`src/rtl/clkctrl_sched.sv`:
```
// Sequencer for the PHI2 clock switch: turns a level fast/slow request into one
// handshaked switch at a time, with dwell, timeout and glitch-free divider updates.
module clkctrl_sched #(
   parameter int SYNC_STAGES    = 2,
   parameter int DWELL_CYCLES   = 8,
   parameter int TIMEOUT_CYCLES = 255,
   parameter int CW             = 8
) (
   input  logic          hsclk_in,
   input  logic          rst,
   input  logic          fast_req,
   input  logic [1:0]    div_sel_in,
   input  logic          div_wr,
   input  logic          hsclk_selected,
   input  logic          lsclk_selected,
   output logic          hsclk_sel,
   output logic [1:0]    cpuclk_div_sel,
   output logic          sw_busy,
   output logic          sw_timeout,
   output logic [CW-1:0] sw_count,
   output logic [1:0]    state_dbg
);

   localparam logic [1:0] LS_RUN = 2'd0;
   localparam logic [1:0] TO_HS  = 2'd1;
   localparam logic [1:0] HS_RUN = 2'd2;
   localparam logic [1:0] TO_LS  = 2'd3;

   localparam logic [CW-1:0] DWELL_INIT = CW'(DWELL_CYCLES);
   localparam logic [CW-1:0] TMO_INIT   = CW'(TIMEOUT_CYCLES);

   logic [SYNC_STAGES-1:0] hs_sync_q, hs_sync_d;
   logic [SYNC_STAGES-1:0] ls_sync_q, ls_sync_d;
   logic [1:0]             state_q, state_d;
   logic                   hsclk_sel_q, hsclk_sel_d;
   logic [1:0]             div_q, div_d;
   logic [1:0]             pend_q, pend_d;
   logic [CW-1:0]          dwell_q, dwell_d;
   logic [CW-1:0]          tmo_q, tmo_d;
   logic                   timeout_q, timeout_d;
   logic [CW-1:0]          count_q, count_d;
   logic [CW-1:0]          count_inc;
   logic                   hs_s, ls_s;
   logic                   dwell_done;

   always_comb begin
      hs_sync_d = {hs_sync_q[SYNC_STAGES-2:0], hsclk_selected};
      ls_sync_d = {ls_sync_q[SYNC_STAGES-2:0], lsclk_selected};
   end

   assign hs_s = hs_sync_q[SYNC_STAGES-1];
   assign ls_s = ls_sync_q[SYNC_STAGES-1];

   always_comb begin
      state_d     = state_q;
      hsclk_sel_d = hsclk_sel_q;
      dwell_d     = dwell_q;
      tmo_d       = tmo_q;
      timeout_d   = timeout_q;
      count_d     = count_q;
      dwell_done  = (dwell_q == '0);
      count_inc   = (count_q == '1) ? count_q : count_q + CW'(1);

      if ((state_q == LS_RUN || state_q == HS_RUN) && !dwell_done)
         dwell_d = dwell_q - CW'(1);

      case (state_q)
         LS_RUN: begin
            if (fast_req && dwell_done) begin
               state_d     = TO_HS;
               hsclk_sel_d = 1'b1;
               tmo_d       = TMO_INIT;
            end
         end
         TO_HS: begin
            if (hs_s && !ls_s) begin
               state_d = HS_RUN;
               count_d = count_inc;
               dwell_d = DWELL_INIT;
            end else if (tmo_q == '0) begin
               // Fast clock never confirmed: fall back to slow and report it.
               state_d     = TO_LS;
               timeout_d   = 1'b1;
               hsclk_sel_d = 1'b0;
               tmo_d       = TMO_INIT;
            end else begin
               tmo_d = tmo_q - CW'(1);
            end
         end
         HS_RUN: begin
            if (!fast_req && dwell_done) begin
               state_d     = TO_LS;
               hsclk_sel_d = 1'b0;
               tmo_d       = TMO_INIT;
            end
         end
         TO_LS: begin
            if (ls_s && !hs_s) begin
               state_d = LS_RUN;
               count_d = count_inc;
               dwell_d = DWELL_INIT;
            end else if (tmo_q == '0) begin
               timeout_d = 1'b1;
            end else begin
               tmo_d = tmo_q - CW'(1);
            end
         end
      endcase
   end

   // Divider only moves while on the slow clock; a same-edge write applies next edge.
   always_comb begin
      pend_d = div_wr ? div_sel_in : pend_q;
      div_d  = (state_q == LS_RUN && pend_q != div_q) ? pend_q : div_q;
   end

   always_ff @(posedge hsclk_in) begin
      if (rst) begin
         hs_sync_q   <= '0;
         ls_sync_q   <= '0;
         state_q     <= LS_RUN;
         hsclk_sel_q <= 1'b0;
         div_q       <= 2'b00;
         pend_q      <= 2'b00;
         dwell_q     <= DWELL_INIT;
         tmo_q       <= TMO_INIT;
         timeout_q   <= 1'b0;
         count_q     <= '0;
      end else begin
         hs_sync_q   <= hs_sync_d;
         ls_sync_q   <= ls_sync_d;
         state_q     <= state_d;
         hsclk_sel_q <= hsclk_sel_d;
         div_q       <= div_d;
         pend_q      <= pend_d;
         dwell_q     <= dwell_d;
         tmo_q       <= tmo_d;
         timeout_q   <= timeout_d;
         count_q     <= count_d;
      end
   end

   assign hsclk_sel      = hsclk_sel_q;
   assign cpuclk_div_sel = div_q;
   assign sw_busy        = (state_q == TO_HS) || (state_q == TO_LS);
   assign sw_timeout     = timeout_q;
   assign sw_count       = count_q;
   assign state_dbg      = state_q;

endmodule
```
`config.mk`:
```
export PLATFORM = sky130hd
export DESIGN_NAME = clkctrl_sched
export DESIGN_NICKNAME = d
export VERILOG_FILES = /design/src/rtl/clkctrl_sched.sv
export SDC_FILE = /design/constraint.sdc
export NUM_CORES = 1
export LEC_CHECK = 0
export BUFFER_PORTS_ARGS = -buffer_cell sky130_fd_sc_hd__buf_2
export CORE_UTILIZATION = 27
export DETAILED_ROUTE_END_ITERATION = 6
export GPL_TIMING_DRIVEN = 0
export PLACE_DENSITY = 0.42
export RECOVER_POWER = 50
export SYNTH_ARGS = -nofsm -noshare
export SYNTH_HDL_FRONTEND = slang
export SYNTH_SLANG_ARGS = --single-unit
```
`constraint.sdc`:
```
create_clock -name hsclk_in -period 3.3 [get_ports hsclk_in]
set_clock_uncertainty 0.05 [all_clocks]
set_input_delay 0.495 -clock hsclk_in [delete_from_list [all_inputs] [get_ports hsclk_in]]
set_output_delay 0.495 -clock hsclk_in [all_outputs]
set_load 0.02 [all_outputs]
```
# == After elaboration in Yosys (flattened, before gate mapping) ==
# Index checks and enable logic that the tools add are counted.
# word_totals
register_bits,36
out_inout_bits,15
# classes
add_sub_neg,3
n_eq_ne,14
muxes,30
n_reduce_logical,22
# ops
cell,count
$mux 8,12
$pmux 8 s2,2
$pmux 8 s4,1
$logic_not 8->1,2
$sub 8x1->8 const B,2
$ne 2x2->1 const B,7
$mux 2,5
$reduce_and 5->1,2
$add 8x1->8 const B,1
$eq 8x8->1 const B,1
$pmux 2 s4,1
$mux 1,7
$logic_and 1x1->1,6
$reduce_and 3->1,2
$eq 2x2->1 const B,2
$logic_not 1->1,4
$reduce_and 4->1,1
$ne 3x3->1 const B,1
$pmux 1 s3,1
$reduce_bool 3->1,1
$eq 2x1->1 const B,1
$logic_not 2->1,1
$logic_or 1x1->1,2
$ne 2x1->1 const B,1
other kinds (3),3

# == Longest topological paths before layout ==
# logic_depth
ltp_word,6
depth_mapped,9
ltp_nobuf,7

# == Worst setup path before layout ==
# No wires, ideal clock.
# synth_timing
path_type,register to register
startpoint,reg state_q[0] (netlist: state_dbg[0])
endpoint,reg dwell_q[3]
arrival_ns,1.944
required_ns,3.123
slack_ns,1.179
stages_incl_launch_ff,8
n_path_buf,1
path_cell_list,dfxtp_1 -> inv_1 -> ha_1 -> clkbuf_2 -> nor2_1 -> a2111oi_0 -> xor2_1 -> or3_1
# synth_between
elab_chain_len,6
elab_cells_between_ends,10
cone_classes,eq/ne: 3; mux: 4; reduce/logical: 3
# synth_lines
element,line,text
start: declaration,34,"logic [1:0] state_q, state_d;"
start signal: assignment,132,state_q <= state_d;
$eq 2x2->1 or $logic_not 2->1 (tied branches),64,if ((state_q == LS_RUN || state_q == HS_RUN) && !dwell_done)
$logic_or 1x1->1,64,
$logic_and 1x1->1,64,
$mux 8,64,
$mux 8 (on tied branches),"98, 76",
$pmux 8 s2 (*),67,case (state_q)
end signal: assignment,136,dwell_q <= dwell_d;
end: declaration,38,"logic [CW-1:0] dwell_q, dwell_d;"
# Mark *: on every way between the ends. The rest lies on a longest branch, timed or not.
# A chain may end at the register's enable or synchronous reset.

# == Worst setup path after layout ==
# Ends and elaborated chain as after synthesis.

==> metrics.txt <==
CTS resizes=0; adder-cell area share of the yosys netlist=5.90%; total number of placement rows=30; final wirelength=4.19 mm; area fraction in and, or, nand and nor cells after synthesis=27.5%; post-synthesis async set-or-reset flop share=0%; number of slew-limit violations in the final report=0; sum of negative setup slack=0 ns; fillcell total=740; Port Buffer Count=22; number of nets in the final layout=260; count of TritonRoute iterations in the first routing pass=4; cell chain of the critical path=inv_1 -> ha_1 -> clkbuf_1 -> nor2_1 -> a2111oi_0 -> xor2_1 -> or3_1; CP max FO=6; finished layout cell area=2190 um2; vias in the first global route=1587; Buffers & Inverters on Critical Path=2; diodes inserted=0; category of cells accounting for the largest share of critical-path delay=compound AO/OA/AOI/OAI gates; Clock transition at path regs=0.07 ns; slew at the pin with the worst max-slew slack=0.966 ns; H-Tree Depth=2; Mapped Area=1910 um2; source-to-sink clock delay at the later pin of the worst-skew pair=0.29 ns; longest individual stage delay on the worst path=0.86 ns; number of buffers inserted to repair setup after CTS=0; HPWL Detailed=3.09 mm; cell count after placement=332; number of buffers added by the clock tree synthesis step=5; top cell type by total area after synthesis=sky130_fd_sc_hd__dfxtp_1; setup repair after global routing missed its margin=no; flip-flop and latch count after synthesis=36; max frequency=394 MHz; tightest hold margin=0.362 ns; most used standard cells in the synthesized netlist=36 x sky130_fd_sc_hd__dfxtp_1, 30 x sky130_fd_sc_hd__nor2_1, 12 x sky130_fd_sc_hd__a21oi_1; Via Count=1583; slowest CP cell=sky130_fd_sc_hd__a2111oi_0; Worst Path Class, Setup=reg2reg; XOR/XNOR Fraction of Synth Area=5.51%; Starting DRT DRC Count=59; post-detailed-route via-to-cell ratio=4.67; hold-fix buffers at CTS=0; pin count of the biggest net entering global routing=11; initial core utilization=28.1%; Crit path required time=3.42 ns; standby leakage power=0.817 nW; number of distinct library cell variants in the gate-level netlist after synthesis=52; portion of synthesized cell area occupied by the leading cell type=37.8%; Mapped Cells=214; All-Layer GR Usage=12.9%; die boundary width=86.1 um; Seq/Total Area, Yosys=37.8%; category of the worst setup path capture point=flip-flop; critical path startpoint category=flip-flop; Max Cap Viol=0; post-synthesis net count=231; final worst-path cycle share=77.0%; Arr. time, crit path=2.66 ns; largest buffer count on any clock path=2; clock net sink count=36; leading register cell type out of synthesis=sky130_fd_sc_hd__dfxtp_1; area growth from synthesis to layout=15.0%; global placer's final weighted congestion=0.771; Worst IR Drop VDD=0.198 mV; minimum period implied by the final worst setup slack=2.54 ns; top post-synthesis cells by area=sky130_fd_sc_hd__dfxtp_1 38%, sky130_fd_sc_hd__ha_1 5.9%, sky130_fd_sc_hd__nor2_1 5.9%; height of the die=86.1 um; leading cell type by number of instances after synthesis=sky130_fd_sc_hd__dfxtp_1; Final Hold Violating Endpoints=0; TritonCTS clock tree=yes; placeable core area=6790 um2; synthesized area divided by synthesized cell count=8.92 um2; CTS Root Buffer Type=sky130_fd_sc_hd__clkbuf_8; count of placed standard cells in the final layout, fillers left out=339; Remaining Overflow, GRT=0; share of cell area taken by muxes after synthesis=3.15%; Warnings, synthesis=0; number of enable flip-flop cells after synthesis=0; I/O pin total=23; compound-cell area share of the yosys netlist=16.7%; overall die area=7410 um2; number of remaining DRC errors=0; first-pass GRT wire length=7.53 mm; main combinational cell family by area after synthesis=simple AND/OR/NAND/NOR gates; wire length per cell=12.4 um; headroom to the max-slew limit=34.0%; post-route antenna net violation count=0; power density over the cells=616 nW/um2; layout cell share with drive strength beyond 1=10.3%; number of antenna violations at the first check in global routing=0; post-placement cell area=2140 um2; Hold Crit Class=in2reg; setup-violating endpoint count in the final report=0; status=finished clean
per-stage QoR:
stage               util, %  worst slack (ns)  total power [mW]
global placement       31.5             0.843              1.08
detailed placement     31.5             0.911              1.08
finish                 32.3             0.759              1.35
global route           32.3             0.611              1.47
CTS                    32.6             0.886              1.38
floorplan                 -              1.18             0.950
worst paths after layout:
kind | from | endpoint | slack, ns | depth (start not counted)
hold / removal | lsclk_selected | ls_sync_q[0]$_SDFF_PP0_ | 0.36 | 2
setup / recovery | state_dbg[0]$_SDFFE_PP0P_ | dwell_q[3]$_SDFF_PP1_ | 0.76 | 7
hold reg to reg | ls_sync_q[0]$_SDFF_PP0_ | ls_sync_q[1]$_SDFF_PP0_ | 0.40 | 1
setup reg to reg | state_dbg[0]$_SDFFE_PP0P_ | dwell_q[3]$_SDFF_PP1_ | 0.76 | 7
sequential cells by signal (all words and copies together), names as in the netlist:
name,cells
cpuclk_div_sel,2
dwell_q,8
hs_sync_q,2
hsclk_sel,1
ls_sync_q,2
pend_q,2
state_dbg,2
sw_count,8
sw_timeout,1
tmo_q,8
layout by cell type, fill, tap and decap left out, types with 3 or more instances in the layout:
cell | synthesis | routed
sky130_fd_sc_hd__dfxtp_1 | 36 | 36
sky130_fd_sc_hd__nor2_1 | 30 | 30
sky130_fd_sc_hd__clkbuf_1 | 5 | 24
sky130_fd_sc_hd__a21oi_1 | 12 | 12
sky130_fd_sc_hd__nand2_1 | 9 | 9
sky130_fd_sc_hd__ha_1 | 9 | 9
sky130_fd_sc_hd__inv_1 | 8 | 8
sky130_fd_sc_hd__buf_2 | 2 | 8
sky130_fd_sc_hd__nor2b_1 | 8 | 8
sky130_fd_sc_hd__nand3_1 | 8 | 8
sky130_fd_sc_hd__xor2_1 | 7 | 7
sky130_fd_sc_hd__mux2i_1 | 6 | 6
sky130_fd_sc_hd__xnor2_1 | 5 | 5
sky130_fd_sc_hd__nand2b_1 | 5 | 5
sky130_fd_sc_hd__a211oi_1 | 5 | 5
sky130_fd_sc_hd__clkbuf_8 | 0 | 5
sky130_fd_sc_hd__or3_1 | 4 | 4
sky130_fd_sc_hd__a311oi_1 | 4 | 4
sky130_fd_sc_hd__or2_2 | 3 | 3
sky130_fd_sc_hd__nor3_1 | 3 | 3
sky130_fd_sc_hd__and2_1 | 3 | 3
sky130_fd_sc_hd__and3_1 | 3 | 3
final cells by class:
cell class	count	area (um2)	area share (%)
buffer	9	35.0	1.60
clock buffer	6	72.6	3.31
clock inverter	1	5.00	0.228
inverter	8	30.0	1.37
multi-input combinational	161	1120	51.0
sequential	36	721	32.8
tap	96	120	5.47
timing repair buffer	22	91.3	4.16
worst reg2reg max path: cells and delay by family (launching register included):
family | cells | cell delay [ns]
compound gates | 1 | 0.86
simple gates | 2 | 0.46
buf+inv | 2 | 0.39
flops | 1 | 0.35
fa+ha+maj | 1 | 0.16
xor+xnor | 1 | 0.16
logic make-up after synthesis:
kind of cell / Yosys count
flip-flops: 36
AO/OA/AOI/OAI: 43
buffers and inverters: 17
adder cells (fa/ha/maj): 9
XOR/XNOR: 12
multiplexers: 6
AND/OR/NAND/NOR: 91
power by group:
group / internal, mW / leakage [nW] / switching (mW)
Combinational: 0.199 / 0.483 / 0.305
Sequential: 0.493 / 0.294 / 0.0576
Clock: 0.144 / 0.0410 / 0.155
layer usage:
| layer | track usage, % | up-vias | routed length, um |
|---|---|---|---|
| met1 | 16.6 | 736 | 2080 |
| met2 | 20.8 | 19 | 1900 |
| met4 | 5.45 | 0 | 78 |
| met5 | 0 | - | 0 |
| met3 | 2.89 | 6 | 123 |
| li1 | - | 822 | - |
No activity file was read; power rests on OpenSTA's default activity.
